`config.mk`:
```
export PLATFORM = sky130hd
export DESIGN_NAME = banco_registros_flat
export DESIGN_NICKNAME = d
export VERILOG_FILES = /design/src/rtl/banco_registros_if.sv /design/src/rtl/banco_registros.sv /design/src/flat_wrapper.sv
export SDC_FILE = /design/constraint.sdc
export NUM_CORES = 2
export LEC_CHECK = 0
export BUFFER_PORTS_ARGS = -buffer_cell sky130_fd_sc_hd__buf_4
export CAP_MARGIN = 10
export CORE_MARGIN = 2
export CORE_UTILIZATION = 50
export DETAILED_ROUTE_END_ITERATION = 8
export PLACE_DENSITY = 0.71
export REMOVE_ABC_BUFFERS = 1
export SKIP_CTS_REPAIR_TIMING = 1
export SLEW_MARGIN = 20
export SYNTH_ARGS = -nofsm -noshare
export SYNTH_HDL_FRONTEND = slang
export SYNTH_SLANG_ARGS = --single-unit
```
`constraint.sdc`:
```
create_clock -name i_clk -period 76.3 [get_ports i_clk]
set_input_delay 15.26 -clock i_clk [delete_from_list [all_inputs] [get_ports i_clk]]
set_output_delay 15.26 -clock i_clk [all_outputs]
set_load 0.01 [all_outputs]
```
`src/rtl/banco_registros_if.sv`:
```
// Register-file access bundle: ID read ports, WB write port and debug read port.
// The master drives indices and write requests; the slave returns read data and the write-done pulse.
interface banco_registros_if #(
  parameter int NBITS_DATA = 32,
  parameter int NBITS_REG  = 5
);
  logic                  i_enable;
  logic                  i_RegWrite;
  logic [NBITS_REG-1:0]  i_reg_write;
  logic [NBITS_DATA-1:0] i_write_data;
  logic [NBITS_REG-1:0]  i_reg_rs;
  logic [NBITS_REG-1:0]  i_reg_rt;
  logic [NBITS_REG-1:0]  i_debug_addr;
  logic [NBITS_DATA-1:0] o_data_rs;
  logic [NBITS_DATA-1:0] o_data_rt;
  logic [NBITS_DATA-1:0] o_debug_data;
  logic                  o_write_done;

  modport master (
    output i_enable, i_RegWrite, i_reg_write, i_write_data,
    output i_reg_rs, i_reg_rt, i_debug_addr,
    input  o_data_rs, o_data_rt, o_debug_data, o_write_done
  );

  modport slave (
    input  i_enable, i_RegWrite, i_reg_write, i_write_data,
    input  i_reg_rs, i_reg_rt, i_debug_addr,
    output o_data_rs, o_data_rt, o_debug_data, o_write_done
  );
endinterface

```
`src/rtl/banco_registros.sv`:
```
// MIPS 32x32 register file: three zero-latency read ports with write-through bypass,
// one write port committed on the rising edge; no backpressure, i_enable=0 freezes storage.
module banco_registros #(
  parameter int NBITS_DATA = 32,
  parameter int NBITS_REG  = 5,
  parameter int NREGS      = 32
) (
  input  logic                 i_clk,
  input  logic                 i_reset,
  banco_registros_if.slave     bus
);

  logic [NBITS_DATA-1:0] r_regs [NREGS];
  logic                  r_write_done;
  logic                  w_commit;

  // Same qualifier drives both the edge commit and the same-cycle bypass.
  assign w_commit = !i_reset && bus.i_enable && bus.i_RegWrite &&
                    (bus.i_reg_write != '0);

  always_ff @(posedge i_clk or posedge i_reset) begin
    if (i_reset) begin
      for (int k = 0; k < NREGS; k++) begin
        r_regs[k] <= '0;
      end
      r_write_done <= 1'b0;
    end else begin
      r_write_done <= w_commit;
      if (w_commit) begin
        r_regs[bus.i_reg_write] <= bus.i_write_data;
      end
    end
  end

  function automatic logic [NBITS_DATA-1:0] f_read(input logic [NBITS_REG-1:0] idx);
    if (idx == '0) begin
      return '0;
    end else if (w_commit && (idx == bus.i_reg_write)) begin
      return bus.i_write_data;
    end else begin
      return r_regs[idx];
    end
  endfunction

  assign bus.o_data_rs    = f_read(bus.i_reg_rs);
  assign bus.o_data_rt    = f_read(bus.i_reg_rt);
  assign bus.o_debug_data = f_read(bus.i_debug_addr);
  assign bus.o_write_done = r_write_done;

endmodule
```
`src/flat_wrapper.sv`:
```
// flat-port wrapper written by rule: the top's interface ports become plain ports
module banco_registros_flat 
#(
  parameter int NBITS_DATA = 32,
  parameter int NBITS_REG  = 5,
  parameter int NREGS      = 32
)
  (i_clk, i_reset, bus_i_enable, bus_i_RegWrite, bus_i_reg_write, bus_i_write_data, bus_i_reg_rs, bus_i_reg_rt, bus_i_debug_addr, bus_o_data_rs, bus_o_data_rt, bus_o_debug_data, bus_o_write_done);
  banco_registros_if #(.NBITS_DATA(NBITS_DATA), .NBITS_REG(NBITS_REG)) bus_i ();
  input  logic i_clk;
  input  logic i_reset;
  input wire logic [$bits(bus_i.i_enable)-1:0] bus_i_enable;
  input wire logic [$bits(bus_i.i_RegWrite)-1:0] bus_i_RegWrite;
  input wire logic [$bits(bus_i.i_reg_write)-1:0] bus_i_reg_write;
  input wire logic [$bits(bus_i.i_write_data)-1:0] bus_i_write_data;
  input wire logic [$bits(bus_i.i_reg_rs)-1:0] bus_i_reg_rs;
  input wire logic [$bits(bus_i.i_reg_rt)-1:0] bus_i_reg_rt;
  input wire logic [$bits(bus_i.i_debug_addr)-1:0] bus_i_debug_addr;
  output wire logic [$bits(bus_i.o_data_rs)-1:0] bus_o_data_rs;
  output wire logic [$bits(bus_i.o_data_rt)-1:0] bus_o_data_rt;
  output wire logic [$bits(bus_i.o_debug_data)-1:0] bus_o_debug_data;
  output wire logic [$bits(bus_i.o_write_done)-1:0] bus_o_write_done;
  assign bus_i.i_enable = bus_i_enable;
  assign bus_i.i_RegWrite = bus_i_RegWrite;
  assign bus_i.i_reg_write = bus_i_reg_write;
  assign bus_i.i_write_data = bus_i_write_data;
  assign bus_i.i_reg_rs = bus_i_reg_rs;
  assign bus_i.i_reg_rt = bus_i_reg_rt;
  assign bus_i.i_debug_addr = bus_i_debug_addr;
  assign bus_o_data_rs = bus_i.o_data_rs;
  assign bus_o_data_rt = bus_i.o_data_rt;
  assign bus_o_debug_data = bus_i.o_debug_data;
  assign bus_o_write_done = bus_i.o_write_done;
  banco_registros #(.NBITS_DATA(NBITS_DATA), .NBITS_REG(NBITS_REG), .NREGS(NREGS)) u_core (.i_clk(i_clk), .i_reset(i_reset), .bus(bus_i));
endmodule
```
==> impl_metrics.yaml <==
worst_setup_path:
  slowest_stage: "nand2b_1"
  critPathBufInv: 5
  path_common_cell: "buf_4"
  ff2ff_setup_slack_ns: 75.44
  cpLargestDelayFamily: "buffers and inverters"
  r2r_end: "u_core.r_regs[385]$_DFFE_PP0P_"
  cp.required_ns: 61.04
  cp_cell_sequence: "buf_8 > buf_4 > buf_4 > nand2b_1 > buf_4 > o22ai_1 > nor2_1 > o21a_1 > o32ai_1 > o21ai_0 > buf_4"
  cp.arrival_ns: 19.94
  slowest_delay_ns: 0.84
  cp-start-kind: "primary input"
  end_kind: "primary output"
  path_class: "primary input to primary output"
  r2r_start: "u_core.r_regs[385]$_DFFE_PP0P_"
  crit_fanout: 52
  worstRegToRegCells: 1
place:
  portBuffers: 152
  dpl_cell_area_mm2: 0.0658
  hpwlAfterDp_mm: 135
  place.gp.congestion: 0.904
grt:
  grt-ovfl-total: 0
  grt_max_degree: 128
  first_global_vias: 47800
  track_usage_pct: 36.8
  antenna_found_initial: 9
  grt_pass1_wl_mm: 348
timing:
  drv_slew: 0
  clock_skew_ns: 0
  rsz0062_at_grt: "no"
  worstMarginPinSlew_ns: 1.35
  maxSlewHeadroom_pct: 9.90
  finalSetupTns_ns: 0
  post-route-min-period_ns: 35.20
  min_period_over_period_pct: 46.1
  finalSetupViolations: 0
  hold_viol_final: 0
  max_freq_mhz: 28.4
floorplanning:
  dieArea_mm2: 0.132
  ios: 153
  num_rows: 131
  die_h_um: 363
  coreArea_mm2: 0.128
  die_width_um: 363
  initial_core_util_pct: 50.4
yosys:
  synthXorXnorAreaFrac_pct: 0.204
  synthTopCellsByArea: "dfrtp_1 (40%), mux4_2 (20%), mux2_2 (19%)"
  synth_edf_count: 0
  syn_area_per_cell_um2: 13.5
  synth-seq-cells: 1025
  synth_compound_area_share_pct: 7.88
  synthTopCellsByCount: "mux2_2 (1094), dfrtp_1 (1025), mux4_2 (564)"
  synth_simple_gate_area_share_pct: 3.72
  ys_types: 68
  synthFlopType: "dfrtp_1"
  ys_seq_area_share_pct: 39.9
  synth_warnings: 0
  synth-adder-area-share_pct: 0
  syn_area_mm2: 0.0644
  async_reset_ff_share_pct: 100
  synth_mux_area_share_pct: 43.5
  synth_top_family_by_area: "multiplexers"
  synth_most_common_cell: "mux2_2"
  yosysTopAreaCell: "dfrtp_1"
  yosysTopAreaCellShare_pct: 39.9
  syn_inst: 4784
clocking:
  numClockSinks: 1025
  clock_latency_ns: 0.75
  cts_max_level: 3
  clk_path_buf_depth: 3
  cts_buffers: 111
  clkTransAtPathRegs_ns: 0.06
  cts_tree: "yes"
  clock-root-buffer: "clkbuf_16"
drt:
  ant_nets: 0
  dr.first_iter.drc_count: 7654
  vias_per_cell: 7.69
  vias: 49000
  wl_per_cell_um: 38.4
  drc: 0
  drtPass1Iterations: 6
  wirelength_mm: 245
worst_hold_path:
  min_path_cells: 0
  holdPathEnd: "u_core.r_regs[1011]$_DFFE_PP0P_"
  min_from: "u_core.r_regs[1011]$_DFFE_PP0P_"
  hp-class: "flop to flop"
layout:
  design_area_mm2: 0.0697
  syn_to_final_growth_pct: 8.29
  seq_area_mm2: 0.0256
  nNetsFinal: 4667
  drive_gt1_share_pct: 46.6
  utilization_pct: 54.6
  multi_input_area_mm2: 0.0358
  final.fill_count: 10300
run_status:
  status: "finished clean"
power:
  p_leak_nw: 31.1
  power_density_mw_per_mm2: 21.1
  irDropWorstVdd_mv: 0.0202
  total_power_mw: 1.47
flow_run:
  cap_violations: 0
-- cell families after synthesis --
family	Yosys count
multiplexers	1947
XOR/XNOR	15
AO/OA/AOI/OAI	734
flip-flops	1025
AND/OR/NAND/NOR	493
buffers and inverters	570
-- per-stage QoR --
stage | setup WS [ns] | hold slack [ns] | instances
floorplan | 32.18 | 0.378 | 4222
global route | 41.13 | 0.432 | 6362
CTS | 41.46 | 0.417 | 6361
global placement | 41.50 | 0.396 | 6159
finish | 41.10 | 0.419 | 6370
detailed placement | 41.47 | 0.402 | 6159
-- power breakdown --
group          internal (mW)  switching, mW  total [mW]
sequential             0.586         0.0426       0.629
combinational          0.123          0.136       0.258
clock                  0.343          0.242       0.585
-- metal layers --
metal | global-route usage, % | share of wire [%] | up-vias
met5 | 0.962 | 0.028 | -
met4 | 24.3 | 7.9 | 10
met3 | 13.9 | 15 | 1143
met2 | 51.7 | 42 | 4043
met1 | 47.5 | 36 | 25300
li1 | - | - | 18500
-- worst max path at each step --
stage / from / endpoint / slack, ns / cells after the start
CTS: bus_i_reg_rt[1] / bus_o_data_rt[15] / 41.46 / 11
floorplan: i_reset / u_core.bus.o_write_done$_DFF_PP0_ / 32.18 / 1
finish: bus_i_reg_rt[1] / bus_o_data_rt[15] / 41.10 / 11
global placement: bus_i_reg_rt[1] / bus_o_data_rt[15] / 41.50 / 11
global route: bus_i_reg_rt[1] / bus_o_data_rt[15] / 41.13 / 11
detailed placement: bus_i_reg_rt[1] / bus_o_data_rt[15] / 41.47 / 11
-- state kept, by name, summed over array words and instances, names as in the netlist --
register and flops:
u_core.r_regs 1024, u_core.bus.o_write_done 1
-- layout by cell type, fill, tap and decap left out, drive strengths merged, types with 7 or more instances in the layout --
cell / netlist / layout
a22oi: 35 / 35
clkinvlp: 0 / 7
o22ai: 183 / 183
a2111oi: 15 / 15
mux2: 1116 / 1116
dfrtp: 1025 / 1025
a211o: 22 / 22
bufinv: 0 / 15
nor2: 157 / 157
mux2i: 265 / 265
nand3: 18 / 18
o22a: 9 / 9
o21ai: 146 / 146
and3: 8 / 8
diode: 0 / 8
nor2b: 34 / 34
clkinv: 0 / 24
a22o: 9 / 9
nor3: 73 / 73
a21oi: 78 / 78
inv: 8 / 11
nand2b: 15 / 15
a211oi: 47 / 47
a221o: 35 / 35
nand2: 105 / 105
nor3b: 15 / 15
o21a: 7 / 7
o31ai: 11 / 11
nor4: 40 / 40
a221oi: 86 / 86
xor2: 11 / 11
buf: 304 / 274
a31oi: 12 / 12
mux4: 566 / 566
clkbuf: 258 / 155
o221ai: 20 / 20
-- area by class of cell --
| cell class | instances | area share [%] |
|---|---|---|
| clock inverters | 49 | 0.964 |
| well taps | 1662 | 2.98 |
| flip-flops and latches | 1025 | 36.8 |
| inverters | 8 | 0.0539 |
| multi-input cells | 3189 | 51.4 |
| clock buffers | 153 | 4.61 |
| diodes | 8 | 0.0287 |
| repair buffers | 276 | 3.14 |
Note: power is estimated with default switching activity, not from simulation.
